**config.mk**
```make
export PLATFORM = sky130hd
export DESIGN_NAME = prng_multi
export DESIGN_NICKNAME = d
export VERILOG_FILES = /design/src/rtl/prng_pkg.sv /design/src/rtl/prng_multi_xorshift.sv /design/src/rtl/prng_multi.sv
export SDC_FILE = /design/constraint.sdc
export NUM_CORES = 1
export LEC_CHECK = 0
export ABC_AREA = 1
export BUFFER_PORTS_ARGS = -buffer_cell sky130_fd_sc_hd__buf_2
export CAP_MARGIN = 0
export CELL_PAD_IN_SITES_DETAIL_PLACEMENT = 0
export CELL_PAD_IN_SITES_GLOBAL_PLACEMENT = 1
export CORE_MARGIN = 3
export CORE_UTILIZATION = 43
export CTS_BUF_LIST = sky130_fd_sc_hd__clkbuf_16
export DETAILED_ROUTE_END_ITERATION = 12
export MAX_ROUTING_LAYER = met4
export PLACE_DENSITY = 0.91
export SLEW_MARGIN = 30
export SYNTH_ARGS = -nofsm -noshare
export SYNTH_HDL_FRONTEND = slang
export SYNTH_SLANG_ARGS = --single-unit
export TNS_END_PERCENT = 20
```
**constraint.sdc**
```tcl
create_clock -name clock -period 23.9 [get_ports clock]
set_clock_uncertainty 0.05 [all_clocks]
set_input_delay 2.39 -clock clock [delete_from_list [all_inputs] [get_ports clock]]
set_output_delay 2.39 -clock clock [all_outputs]
set_load 0.05 [all_outputs]
```
**src/rtl/prng_pkg.sv**
```systemverilog
// Shared constants and types for the multi-channel xorshift masking PRNG.
//   PRNG_DEFAULT_SEED : replacement value for an all-zero seed channel (xor'd with k+1)
//   XS_SHL_A/B/C      : xorshift shift amounts (x^=x<<13; x^=x>>7; x^=x<<17)
//   prng_state_e      : control FSM states
package prng_pkg;

  localparam logic [63:0] PRNG_DEFAULT_SEED = 64'h9E3779B97F4A7C15;

  localparam int unsigned XS_SHL_A = 13;
  localparam int unsigned XS_SHR_B = 7;
  localparam int unsigned XS_SHL_C = 17;

  typedef enum logic [1:0] {
    IDLE = 2'd0,
    LOAD = 2'd1,
    RUN  = 2'd2
  } prng_state_e;

endpackage

```
**src/rtl/prng_multi_xorshift.sv**
```systemverilog
// One combinational xorshift step on a RADIX-bit word, truncated to RADIX bits.
//   x   : current channel word
//   y_c : next channel word (nonzero whenever x is nonzero)
module prng_multi_xorshift
  import prng_pkg::*;
#(
  parameter int unsigned RADIX = 64
) (
  input  logic [RADIX-1:0] x,
  output logic [RADIX-1:0] y_c
);

  logic [RADIX-1:0] stage_a;
  logic [RADIX-1:0] stage_b;

  // Three shift/xor stages; shifts drop bits past RADIX.
  always_comb begin
    stage_a = x ^ (x << XS_SHL_A);
    stage_b = stage_a ^ (stage_a >> XS_SHR_B);
    y_c     = stage_b ^ (stage_b << XS_SHL_C);
  end

endmodule

```
**src/rtl/prng_multi.sv**
```systemverilog
// NUM_CH independent xorshift channels with seed intake, zero-seed protection
// and a reseed-interval counter, feeding masks to the masked datapath.
//   clock, rst  : rising-edge clock, asynchronous active-high reset
//   enable      : block enable; low forces IDLE and clears the channels
//   seed_valid/seed_ready/seed : seed intake, channel k at [k*RADIX +: RADIX]
//   rnd_valid/rnd_ready/rnd    : mask output, channel k at [k*RADIX +: RADIX]
//   reseed_req  : level, interval exhausted; cleared when a new seed loads
//   zero_seed   : one-cycle pulse after accepting a seed with an all-zero channel
module prng_multi
  import prng_pkg::*;
#(
  parameter int unsigned RADIX           = 64,
  parameter int unsigned NUM_CH          = 2,
  parameter int unsigned RESEED_INTERVAL = 1024,
  parameter int unsigned STRICT_RESEED   = 0
) (
  input  logic                    clock,
  input  logic                    rst,
  input  logic                    enable,
  input  logic                    seed_valid,
  output logic                    seed_ready,
  input  logic [NUM_CH*RADIX-1:0] seed,
  output logic                    rnd_valid,
  input  logic                    rnd_ready,
  output logic [NUM_CH*RADIX-1:0] rnd,
  output logic                    reseed_req,
  output logic                    zero_seed
);

  localparam int unsigned W        = NUM_CH * RADIX;
  localparam bit          CNT_EN   = (RESEED_INTERVAL != 0);
  localparam bit          STRICT_ON = (STRICT_RESEED != 0);
  // Keep at least one bit so the disabled-counter build still elaborates.
  localparam int unsigned CNT_W    = CNT_EN ? $clog2(RESEED_INTERVAL + 1) : 1;
  localparam logic [CNT_W-1:0] CNT_MAX = CNT_W'(RESEED_INTERVAL);

  // Elaboration-time parameter guards.
  if (!(RADIX == 32 || RADIX == 64)) begin : g_bad_radix
    $error("prng_multi: RADIX must be 32 or 64");
  end
  if (NUM_CH < 1 || NUM_CH > 16) begin : g_bad_num_ch
    $error("prng_multi: NUM_CH must be in 1..16");
  end

  prng_state_e      state_q;
  prng_state_e      state_d;
  logic [W-1:0]     seed_buf_q;
  logic [CNT_W-1:0] count_q;
  logic [W-1:0]     san_c;
  logic             any_zero_c;
  logic [W-1:0]     step_c;
  logic             seed_acc_c;
  logic             rnd_xfer_c;

  assign seed_acc_c = seed_valid & seed_ready;
  assign rnd_xfer_c = rnd_valid & rnd_ready;

  // Replace each all-zero seed channel by the default seed tagged with k+1.
  always_comb begin
    san_c      = seed;
    any_zero_c = 1'b0;
    for (int k = 0; k < int'(NUM_CH); k++) begin
      if (seed[k*RADIX +: RADIX] == '0) begin
        san_c[k*RADIX +: RADIX] = PRNG_DEFAULT_SEED[RADIX-1:0] ^ RADIX'(k + 1);
        any_zero_c              = 1'b1;
      end
    end
  end

  // One xorshift stepper per channel, fed from the live output word.
  for (genvar k = 0; k < int'(NUM_CH); k++) begin : g_ch
    prng_multi_xorshift #(
      .RADIX(RADIX)
    ) u_xs (
      .x  (rnd[k*RADIX +: RADIX]),
      .y_c(step_c[k*RADIX +: RADIX])
    );
  end

  // FSM state register.
  always_ff @(posedge clock or posedge rst) begin
    if (rst) begin
      state_q <= IDLE;
    end else begin
      state_q <= state_d;
    end
  end

  // FSM next state; a seed accept in RUN abandons the pending step.
  always_comb begin
    state_d = state_q;
    if (!enable) begin
      state_d = IDLE;
    end else begin
      unique case (state_q)
        IDLE:    if (seed_acc_c) state_d = LOAD;
        LOAD:    state_d = RUN;
        RUN:     if (seed_acc_c) state_d = LOAD;
        default: state_d = IDLE;
      endcase
    end
  end

  // FSM outputs; rst gating keeps seed_ready low while reset is held.
  always_comb begin
    seed_ready = 1'b0;
    rnd_valid  = 1'b0;
    seed_ready = enable & ~rst & (state_q != LOAD);
    rnd_valid  = (state_q == RUN) & ~(STRICT_ON & reseed_req);
  end

  // Channel registers, interval counter and status flags.
  always_ff @(posedge clock or posedge rst) begin
    if (rst) begin
      rnd        <= '0;
      seed_buf_q <= '0;
      count_q    <= '0;
      reseed_req <= 1'b0;
      zero_seed  <= 1'b0;
    end else begin
      zero_seed <= seed_acc_c & any_zero_c;
      if (seed_acc_c) begin
        seed_buf_q <= san_c;
      end
      if (!enable) begin
        rnd        <= '0;
        count_q    <= '0;
        reseed_req <= 1'b0;
      end else begin
        unique case (state_q)
          IDLE: begin
            rnd        <= '0;
            count_q    <= '0;
            reseed_req <= 1'b0;
          end
          LOAD: begin
            rnd        <= seed_buf_q;
            count_q    <= '0;
            reseed_req <= 1'b0;
          end
          RUN: begin
            if (rnd_xfer_c && !seed_acc_c) begin
              rnd <= step_c;
              // Counter saturates at the interval; reseed_req stays up until reload.
              if (CNT_EN && (count_q != CNT_MAX)) begin
                count_q <= count_q + CNT_W'(1);
                if (count_q == (CNT_MAX - CNT_W'(1))) begin
                  reseed_req <= 1'b1;
                end
              end
            end
          end
          default: begin
            rnd <= '0;
          end
        endcase
      end
    end
  end

endmodule

```
== After elaboration in Yosys (flattened, before gate mapping) ==
Index checks and enable logic that the tools add are counted.

* Bits in registers: 271
* Input port bits: 133
* Output and inout bits: 132
* Logic and storage cells: 57

* Add/subtract/negate cells: 1
* Equal/unequal tests: 10
* Mux-type cells: 19
* Bitwise operators: 12
* Reductions and logical operators: 9

{| class="wikitable"
|+ Operators with widths
! cell !! number
|-
| $mux 128 || 2
|-
| $pmux 128 s2 || 1
|-
| $xor 64x64->64 || 4
|-
| $logic_not 64->1 || 2
|-
| $mux 64 || 2
|-
| $xor 64x57->64 || 2
|-
| $mux 11 || 3
|-
| $pmux 11 s2 || 1
|-
| $ne 3x2->1 const B || 5
|-
| $add 11x1->11 const B || 1
|-
| $eq 11x10->1 const B || 1
|-
| $ne 11x11->1 const B || 1
|-
| $mux 1 || 6
|-
| $and 1x1->1 || 5
|-
| $mux 2 || 2
|-
| $pmux 2 s2 || 1
|-
| $reduce_and 4->1 || 1
|-
| $reduce_or 2->1 || 2
|-
| $reduce_and 3->1 || 1
|-
| $eq 2x1->1 const B || 1
|-
| $eq 2x2->1 const B || 1
|-
| $logic_not 2->1 || 1
|-
| $ne 2x1->1 const B || 1
|-
| $pmux 1 s2 || 1
|-
| 3 further kinds || 3
|}

== Longest topological paths before layout ==
Gate-level depths: netlist of run 1.

* Depth in word-level cells: 9
* Depth in mapped cells: 14
* Mapped depth without buffers: 11

== Modules after synthesis ==
A second synthesis of run 1 with hierarchy kept.

* Cell total of the unflattened synthesis: 3,094
* Area total of the unflattened synthesis: 18,656.6 um^2

{| class="wikitable"
|+ Modules (own cells, without submodules)
! module !! instances !! cells each !! area an instance (um^2) !! sequential area each (um^2)
|-
| prng_multi || 1 || 1,540 || 12,690.9 || 6,781.5
|-
| prng_multi_xorshift || 2 || 777 || 2,982.9 || 0.0
|}

== Worst setup path before layout of run 1 ==
No wires, ideal clock.

* Path type: input-to-output
* From: in enable
* To: out seed_ready
* Arrival time: 2.940 ns
* Data required time: 21.460 ns
* Setup slack: 18.520 ns
* Cell stages on the path: 2
* Path buffers: 0
* Path through: inv_1 > nor3_4

* Word-level cells in the longest chain between the ends: 2

{| class="wikitable"
|+ Ends and longest elaborated chain
! item !! RTL line !! RTL
|-
| from (decl) || prng_multi.sv:19 || <nowiki>input logic enable,</nowiki>
|-
| $and 1x1->1 (2 in a row) || prng_multi.sv:108 || <nowiki>seed_ready = enable & ~rst & (state_q != LOAD);</nowiki>
|-
| to (decl) || prng_multi.sv:21 || <nowiki>output logic seed_ready,</nowiki>
|}

Every way passes these cells.

== Worst setup path in the final report of run 1 ==
Ends and elaborated chain as after synthesis.

==> impl_metrics.env, run 1 <==
export IMPL_status="finished clean"
export IMPL_fin_nets=3379
export IMPL_ant_nets=0
export IMPL_drt_wirelength_per_cell_um=18.5
export IMPL_crit_path_start_kind="primary input"
export IMPL_grt_max_degree=137
export IMPL_die_area_um2=44200
export IMPL_tritoncts="built"
export IMPL_root_buffer="clkbuf_16"
export IMPL_rows=74
export IMPL_relSlewSlack=0.369
export IMPL_finalCritPeriodShare=0.239
export IMPL_tightest_slew_ns=0.947
export IMPL_numCtsBuffers=34
export IMPL_critical_path_cell_chain="buf_2 -> inv_1 -> nor3_4 -> buf_2"
export IMPL_power_frac_comb=0.115
export IMPL_cts_buffer_depth=3
export IMPL_cts_sinks=271
export IMPL_grt_pass1_vias=17800
export IMPL_synth_area_um2=17900
export IMPL_clk_pin_slew_ns=0.05
export IMPL_grt_use_total=0.319
export IMPL_fillerInstances=4316
export IMPL_maxCapViolCount=0
export IMPL_yosysWarningCount=0
export IMPL_yosysTopAreaCellShare=0.378
export IMPL_peakVddDrop_mv=0.0499
export IMPL_critPathBufInv=3
export IMPL_netSwitchingFraction=0.281
export IMPL_io_pins=265
export IMPL_grt_overflow_total=0
export IMPL_worstSetupPathType="primary input to output port"
export IMPL_ys_ff_latch=271
export IMPL_critPathCaptureType="output port"
export IMPL_post_cts_setup_buffers=0
export IMPL_coreArea_um2=41000
export IMPL_place_congestion=0.980
export IMPL_crit_fanout=11
export IMPL_post_cts_resized=0
export IMPL_clk_latency_ns=0.55
export IMPL_final_util=0.504
export IMPL_power_share_sequential=0.445
export IMPL_synthArstFlopShare=1.00
export IMPL_setup_tns_ns=0
export IMPL_setup_slack_ns=18.18
export IMPL_ys_flop_type="dfrtp_1"
export IMPL_p_leak_nw=11.7
export IMPL_clock_power_share=0.439
export IMPL_fmax_mhz=175
export IMPL_dpl_hpwl_mm=52.4
export IMPL_synth_area_leaders="dfrtp_1 38%, nand2_1 38%, inv_1 5.6%"
export IMPL_yosys_area_top_type="dfrtp_1"
export IMPL_worstHoldPathType="flip-flop to flip-flop"
export IMPL_hold_viol_final=0
export IMPL_cell_internal_pwr_w=0.000854
export IMPL_crit_path_top_delay_cell="buf_2"
export IMPL_grt_pass1_wl_mm=105
export IMPL_port_buffers=264
export IMPL_via_count=19900
export IMPL_htreeDepth=2
export IMPL_max_stage_delay_ns=0.30
export IMPL_ys_types=30
export IMPL_initial_utilization=0.437
export IMPL_rsz0062_at_grt="false"
export IMPL_power_density_nw_per_um2=57.4
export IMPL_worst_ep_arrival_time_ns=3.28
export IMPL_hold_slack_ns=0.430
export IMPL_power_switching_w=0.000333
export IMPL_drive_gt1_frac=0.101
export IMPL_synthCells=3029
export IMPL_slew_viol_final=0
export IMPL_cp_required_ns=21.46
export IMPL_die_y_um=210
export IMPL_drtIter0Drc=2109
export IMPL_ys_seq_area_frac=0.378
export IMPL_syn2layout_area_growth_pct=15.2
export IMPL_syn_num_nets=3167
export IMPL_die_w_um=210
export IMPL_antenna_found_initial=1
export IMPL_syn_avg_cell_area_um2=5.92
export IMPL_routed_wl_mm=70.2
export IMPL_cp_common_cell="buf_2"
export IMPL_setup_viol_count_final=0
export IMPL_routed_via_density=5.23
export IMPL_total_power_w=0.00119
export IMPL_synth_edff_count=0
export IMPL_pre_cts_slack_ns=18.00
export IMPL_period_needed_ns=5.72
export IMPL_path_delay_family="buffers and inverters"
export IMPL_ctsHoldBuffers=0
export IMPL_firstDrtPassIters=5
export IMPL_drcViolationCount=0
[worst paths after layout]
kind                                  from              end  slack [ns]  depth (start not counted)
max reg2reg                     state_q[1]          rnd[80]       19.75                         12
max in group asynchronous              rst          rnd[97]       20.03                          4
min in group asynchronous              rst       count_q[2]        1.93                          2
max                                 enable       seed_ready       18.18                          4
min                        seed_buf_q[111]  seed_buf_q[111]        0.43                          2
min reg2reg                seed_buf_q[111]  seed_buf_q[111]        0.43                          2
[metal layers]
| metal | track usage | wire length (µm) | vias to the layer above |
|---|---|---|---|
| met5 | - | 0 | - |
| met4 | 0.103 | 2270 | 0 |
| met3 | 0.0740 | 7230 | 117 |
| met2 | 0.444 | 29000 | 887 |
| met1 | 0.460 | 31700 | 9224 |
| li1 | - | - | 9628 |
[power by group through the flow]
stage | Sequential [W] | Clock, W | Combinational (W)
after global placement | 0.000533 | 0 | 0.000133
final | 0.000529 | 0.000522 | 0.000137
after detailed placement | 0.000535 | 0 | 0.000136
after CTS | 0.000528 | 0.000530 | 0.000137
after global routing | 0.000533 | 0.000545 | 0.000154
after floorplan | 0.000530 | 0 | 0.0000874
[layout by cell type, fill, tap and decap left out]
cell       count
nand3_1      103
o22ai_1       13
inv_1        275
a21oi_1       68
dfrtp_1      271
ha_4           2
buf_4          6
a22oi_1       10
o21ai_1       26
nor2_4         1
inv_12         1
or2_2          1
clkinv_1       6
a21o_1         1
o21ai_0       81
a21boi_0       1
nand2_4        1
o211ai_1       1
diode_2        2
clkbuf_16     37
nand4_1        9
inv_4          1
nor2_1       241
nor4_1         2
nand2_1     1795
buf_2        264
xnor2_1       18
xor2_1         8
nor3_1         3
buf_6          6
nor3_4         1
bufinv_16      3
clkinv_2       6
ha_1           3
[area by class of cell]
cell class	instances	area, µm²	area share
clock inverter	23	171	0.00829
sequential	271	6780	0.328
inverter	269	1030	0.0496
clock buffer	37	926	0.0448
timing repair buffer	276	1430	0.0694
multi-input combinational	2389	9660	0.467
tap	532	666	0.0322
antenna	2	5.00	0.000242
[flip-flops by register name (all words and copies together) (netlist names)]
signal / cells
zero_seed: 1
reseed_req: 1
seed_buf_q: 128
count_q: 11
rnd: 128
state_q: 2
[kinds of logic (layout without fill, tap and decap cells)]
logic type / count (synthesis) / count (layout) / share of synthesized area
AOI/OAI and AO/OA: 201 / 201 / 0.0588
adders and majority gates: 5 / 5 / 0.00349
buffers and inverters: 369 / 605 / 0.0852
DFF: 271 / 271 / 0.378
and+or+nand+nor: 2157 / 2157 / 0.462
xor gates and xnor gates: 26 / 26 / 0.0127
other: 0 / 2 / 0
[synthesized netlist by cell type (all sizes together) (2+ instances only)]
| cell type | number |
|---|---|
| a21oi | 68 |
| a22oi | 10 |
| buf | 33 |
| clkbuf | 67 |
| dfrtp | 271 |
| ha | 5 |
| inv | 269 |
| nand2 | 1796 |
| nand3 | 103 |
| nand4 | 9 |
| nor2 | 242 |
| nor3 | 4 |
| nor4 | 2 |
| o21ai | 107 |
| o22ai | 13 |
| xnor2 | 18 |
| xor2 | 8 |
[stage by stage]
step	instance area [µm²]	cells
finish	20700	3799
global route	20700	3798
CTS	20600	3797
detailed placement	19600	3737
global placement	19500	3737
floorplan	17900	3029
[tightest hold or removal path: stages, from the launching register on]
cell	delay, ns
dfrtp_1	0.34
nand2_1	0.05
nand2_1	0.05
Power figures use the tool's default switching activity.
==> run 2: changes to the inputs <==
- ABC_AREA: 1 -> 0
- CORE_UTILIZATION: 43 -> 44
- PLACE_DENSITY: 0.91 -> 0.85
- clock period: 23.9 -> 5.4 ns (I/O delays scaled with it)
==> impl_metrics.env, run 2 <==
export IMPL_fin_nets=1818
export IMPL_drt_wirelength_per_cell_um=21.7
export IMPL_syn_avg_cell_area_um2=10.1
export IMPL_final_common_cell="dfrtp_1"
export IMPL_port_buffers=264
export IMPL_post_cts_resized=0
export IMPL_grt_pass1_wl_mm=71.3
export IMPL_syn2layout_area_growth_pct=18.7
export IMPL_crit_path_start_kind="flip-flop"
export IMPL_cp_required_ns=5.80
export IMPL_worstSetupPathType="flip-flop to flip-flop"
export IMPL_root_buffer="clkbuf_16"
export IMPL_io_pins=265
export IMPL_tritoncts="built"
export IMPL_crit_path_top_delay_cell="and2_4"
export IMPL_ys_ff_latch=271
export IMPL_rrSetupSlack_ns=2.36
export IMPL_clk_latency_ns=0.52
export IMPL_yosys_area_top_type="dfrtp_1"
export IMPL_ant_nets=0
export IMPL_tightest_slew_ns=0.870
export IMPL_worstHoldPathType="primary input to asynchronous set/reset pin"
export IMPL_rr_endpoint="seed_buf_q[111]"
export IMPL_peakVddDrop_mv=0.185
export IMPL_yosysTopAreaCellShare=0.464
export IMPL_ys_flop_type="dfrtp_1"
export IMPL_status="finished clean"
export IMPL_via_count=12100
export IMPL_die_area_um2=35500
export IMPL_maxCapViolCount=0
export IMPL_total_power_w=0.00502
export IMPL_hold_slack_ns=0.187
export IMPL_power_density_nw_per_um2=289
export IMPL_cts_buffer_depth=3
export IMPL_grt_overflow_total=0
export IMPL_post_cts_setup_buffers=0
export IMPL_numCtsBuffers=34
export IMPL_ys_seq_area_frac=0.464
export IMPL_rows=66
export IMPL_grt_max_degree=118
export IMPL_relSlewSlack=0.415
export IMPL_grt_pass1_vias=11700
export IMPL_synth_edff_count=0
export IMPL_synth_area_um2=14600
export IMPL_initial_utilization=0.448
export IMPL_die_w_um=188
export IMPL_firstDrtPassIters=5
export IMPL_path_delay_family="simple AND/OR/NAND/NOR gates"
export IMPL_r2r_start="state_q[1]"
export IMPL_syn_num_nets=1589
export IMPL_top_regs="rnd (128), seed_buf_q (128), count_q (11)"
export IMPL_ys_types=50
export IMPL_htreeDepth=2
export IMPL_synth_area_leaders="dfrtp_1 46%, xnor2_1 15%, xor2_1 5.3%"
export IMPL_drtIter0Drc=1092
export IMPL_clk_pin_slew_ns=0.06
export IMPL_routed_via_density=5.62
export IMPL_drive_gt1_frac=0.249
export IMPL_synthCells=1451
export IMPL_period_needed_ns=3.04
export IMPL_final_cell_mix="271 x dfrtp_1, 264 x buf_2, 256 x xnor2_1, 206 x nand2_1, 94 x nor2_1"
export IMPL_critical_path_cell_chain="inv_1 -> ha_1 -> buf_4 -> inv_2 -> and3_1 -> and2_4 -> buf_4 -> nand2_1 -> nand2_1"
export IMPL_slew_viol_final=0
export IMPL_yosysWarningCount=0
export IMPL_die_y_um=188
export IMPL_max_stage_delay_ns=0.65
export IMPL_setup_viol_count_final=0
export IMPL_finalCritPeriodShare=0.563
export IMPL_synthArstFlopShare=1.00
export IMPL_grt_use_total=0.265
export IMPL_critPathCaptureType="flip-flop"
export IMPL_routed_wl_mm=46.7
export IMPL_drcViolationCount=0
export IMPL_dpl_hpwl_mm=33.4
export IMPL_place_congestion=0.908
export IMPL_crit_fanout=52
export IMPL_worst_ep_arrival_time_ns=3.43
export IMPL_r2r_worst_path_cells=9
export IMPL_p_leak_nw=7.65
export IMPL_coreArea_um2=32600
export IMPL_antenna_found_initial=1
export IMPL_cts_sinks=271
export IMPL_synth_most_common_cell="dfrtp_1"
export IMPL_critPathBufInv=4
export IMPL_hold_viol_final=0
export IMPL_rsz0062_at_grt="false"
export IMPL_ctsHoldBuffers=0
export IMPL_synth_common_cells="271 x dfrtp_1, 256 x xnor2_1, 207 x nand2_1, 94 x nor2_1, 89 x xor2_1"
export IMPL_fmax_mhz=329
-- run 2: cell types whose count changed after synthesis, moves of 54 or more --
cell / before / now
a21oi_1: 68 / 8
a22oi_1: 10 / 64
inv_1: 267 / 17
nand2_1: 1795 / 207
nand3_1: 103 / 4
nor2_1: 241 / 94
xnor2_1: 18 / 256
xor2_1: 8 / 89
-- run 2: worst max path at each step --
stage,from,end,depth (start not counted)
after floorplan,rst,seed_buf_q[32],7
final,state_q[1],seed_buf_q[111],9
after CTS,state_q[1],seed_buf_q[111],9
after global placement,seed[84],zero_seed,7
after detailed placement,seed[84],zero_seed,7
after global routing,state_q[1],seed_buf_q[116],9
-- run 2: cells by family (layout without fill, tap and decap cells) --
logic type,count (synthesis),after routing,share of synthesized area
simple gates,415,415,0.125
flops,271,271,0.464
fa+ha+maj,5,5,0.00428
buf+inv,106,361,0.0386
mux,2,2,0.00137
xor+xnor,346,346,0.208
other cells,0,1,0
compound gates,306,306,0.159
-- run 2: worst reg2reg max path, cell delays in order, from the launching register on --
cell     delay [ns]
dfrtp_1        0.38
inv_1          0.07
ha_1           0.20
buf_4          0.28
inv_2          0.15
and3_1         0.30
and2_4         0.65
buf_4          0.59
nand2_1        0.22
nand2_1        0.09
-- run 2: layer usage --
layer  part of all wire  track usage  routed length (µm)  vias to the layer above
met5                  0            -                   0                        -
met4              0.035       0.0868                1640                        0
met3              0.082       0.0480                3830                      107
met2               0.45        0.391               21200                      544
met1               0.43        0.371               20100                     5992
li1                   -            -                   -                     5445
-- run 2: report_power, final --
group	total (W)	internal (W)	leakage [nW]	switching [W]
Combinational	0.000432	0.000181	3.60	0.000251
Sequential	0.00235	0.00221	3.48	0.000140
Clock	0.00224	0.00134	0.561	0.000901
-- run 2: cell type report --
class | instances | area (µm²)
Inverter | 18 | 71.3
Timing Repair Buffer | 281 | 1540
Fill cell | 2950 | 15300
Multi-Input combinational cell | 1074 | 7320
Tap cell | 442 | 553
Sequential cell | 271 | 6780
Antenna cell | 1 | 2.50
Clock buffer | 37 | 926
Clock inverter | 25 | 176
-- run 2: through the flow --
stage          cell area, µm²   util  cells  worst slack (ns)  setup TNS, ns
2_1_floorplan           14600      -   1451             -1.25        -152.33
3_3_place_gp            16200  0.496   2083              2.01              0
3_5_place_dp            16300  0.498   2086              2.14              0
4_1_cts                 17400  0.532   2148              2.39              0
5_1_grt                 17400  0.532   2149              2.22              0
6_report                17400  0.532   2149              2.36              0
==> run 3: changes to the inputs <==
- clock period: 5.4 -> 2.8 ns (I/O delays scaled with it)
==> impl_metrics.env, run 3 (synthesis results as in run 2) <==
export IMPL_status="finished clean"
export IMPL_setup_viol_count_final=0
export IMPL_root_buffer="clkbuf_16"
export IMPL_placed_cell_area_um2=16300
export IMPL_die_area_um2=35500
export IMPL_power_share_sequential=0.491
export IMPL_port_buffers=264
export IMPL_drcViolationCount=0
export IMPL_total_power_w=0.00928
export IMPL_hold_path_depth=4
export IMPL_top_regs="rnd (128), seed_buf_q (128), count_q (11)"
export IMPL_met1_usage=0.378
export IMPL_worstSetupPathType="primary input to flip-flop"
export IMPL_cts_sinks=271
export IMPL_syn2layout_area_growth_pct=27.0
export IMPL_r2r_worst_path_cells=7
export IMPL_via_count=12700
export IMPL_antenna_found_initial=1
export IMPL_grt_use_total=0.278
export IMPL_grt_use_met3=0.0355
export IMPL_initial_utilization=0.448
export IMPL_cell_internal_pwr_w=0.00684
export IMPL_io_pins=265
export IMPL_pre_cts_slack_ns=0.246
export IMPL_critPathCaptureType="flip-flop"
export IMPL_post_cts_resized=0
export IMPL_grt_overflow_total=0
export IMPL_firstDrtPassIters=6
export IMPL_grt_max_degree=161
export IMPL_fmax_mhz=388
export IMPL_hold_viol_final=0
export IMPL_period_needed_ns=2.58
export IMPL_drive_gt1_frac=0.231
export IMPL_numCtsBuffers=31
export IMPL_netSwitchingFraction=0.264
export IMPL_grt_pass1_wl_mm=75.4
export IMPL_setup_tns_ns=0
export IMPL_rows=66
export IMPL_place_congestion=0.919
export IMPL_cp_required_ns=3.21
export IMPL_ant_nets=0
export IMPL_ctsHoldBuffers=130
export IMPL_dpl_hpwl_mm=33.9
export IMPL_slew_viol_final=0
export IMPL_grt_busiest_layer="met2"
export IMPL_rsz0062_at_grt="false"
export IMPL_tritoncts="built"
export IMPL_clk_pin_slew_ns=0.06
export IMPL_power_density_nw_per_um2=500
export IMPL_worst_ep_arrival_time_ns=2.99
export IMPL_clk_latency_ns=0.57
export IMPL_die_y_um=188
export IMPL_htreeDepth=1
export IMPL_final_common_cell="dfrtp_1"
export IMPL_coreArea_um2=32600
export IMPL_fin_area_um2=18600
export IMPL_p_leak_nw=8.16
export IMPL_power_switching_w=0.00245
export IMPL_power_frac_comb=0.107
export IMPL_die_w_um=188
export IMPL_crit_path_start_kind="primary input"
export IMPL_drt_wirelength_per_cell_um=21.3
export IMPL_maxCapViolCount=0
export IMPL_fin_nets=1956
export IMPL_routed_wl_mm=48.8
export IMPL_setup_slack_ns=0.223
export IMPL_post_cts_setup_buffers=0
export IMPL_peakVddDrop_mv=0.462
export IMPL_final_util=0.569
export IMPL_cts_buffer_depth=3
export IMPL_final_cell_mix="271 x dfrtp_1, 264 x buf_2, 256 x xnor2_1, 206 x nand2_1, 130 x dlygate4sd3_1"
export IMPL_grt_pass1_vias=12800
export IMPL_finalCritPeriodShare=0.920
export IMPL_relSlewSlack=0.374
export IMPL_routed_via_density=5.57
export IMPL_worstHoldPathType="primary input to flip-flop"
export IMPL_tightest_slew_ns=0.940
export IMPL_clock_power_share=0.403
export IMPL_crit_fanout=22
export IMPL_grt_util_met2=0.438
export IMPL_drtIter0Drc=1147
run 3: changes by cell type in the layout (fill, tap and decap cells not counted), moves of 3 or more:
cell,previous run,this run
dlygate4sd3_1,0,130
buf_4,11,21
clkbuf_16,37,31
buf_12,2,7
clkinv_1,5,10
buf_16,3,0
run 3: routing by layer:
metal	vias up	share of wire	wire length (µm)
li1	5738	-	-
met1	6307	0.42	20700
met2	595	0.47	22900
met3	95	0.073	3540
met4	0	0.035	1700
met5	-	0	0
run 3: worst paths after layout:
kind | slack, ns | end | start
max reg2reg | 0.28 | rnd[97] | state_q[1]
max in group asynchronous | 0.90 | rnd[116] | rst
min in group asynchronous | 0.46 | rnd[6] | rst
max | 0.22 | zero_seed | seed[85]
min | 0.15 | rnd[6] | rnd_ready
min reg2reg | 0.43 | rnd[44] | seed_buf_q[44]
run 3: cell type report:
type	instances	area (µm²)
antenna	1	2.50
clock buffer	31	776
clock inverter	27	150
fill	2790	14000
inverter	18	71.3
multi-input combinational	1074	7320
sequential	271	6780
tap	442	553
timing repair buffer	422	2920
run 3: power by group through the flow:
| stage | Combinational (W) | Sequential [W] | Clock (W) |
|---|---|---|---|
| floorplan | 0.000546 | 0.00453 | 0 |
| global placement | 0.000825 | 0.00460 | 0 |
| detailed placement | 0.000849 | 0.00461 | 0 |
| CTS | 0.000994 | 0.00454 | 0.00379 |
| global route | 0.00110 | 0.00458 | 0.00397 |
| finish | 0.000991 | 0.00455 | 0.00374 |
run 3: per-stage QoR:
stage,hold slack [ns],cells
after floorplan,0.335,1451
after global placement,0.399,2097
after detailed placement,0.412,2097
after CTS,0.131,2285
after global routing,0.194,2286
final,0.153,2286
run 3: critical path: stages:
cell and delay (ns):
dlygate4sd3_1 0.54, buf_2 0.14, nor4_1 0.67, nand4_1 0.38
nor4_4 0.32, buf_4 0.33, inv_1 0.07, a21oi_1 0.23
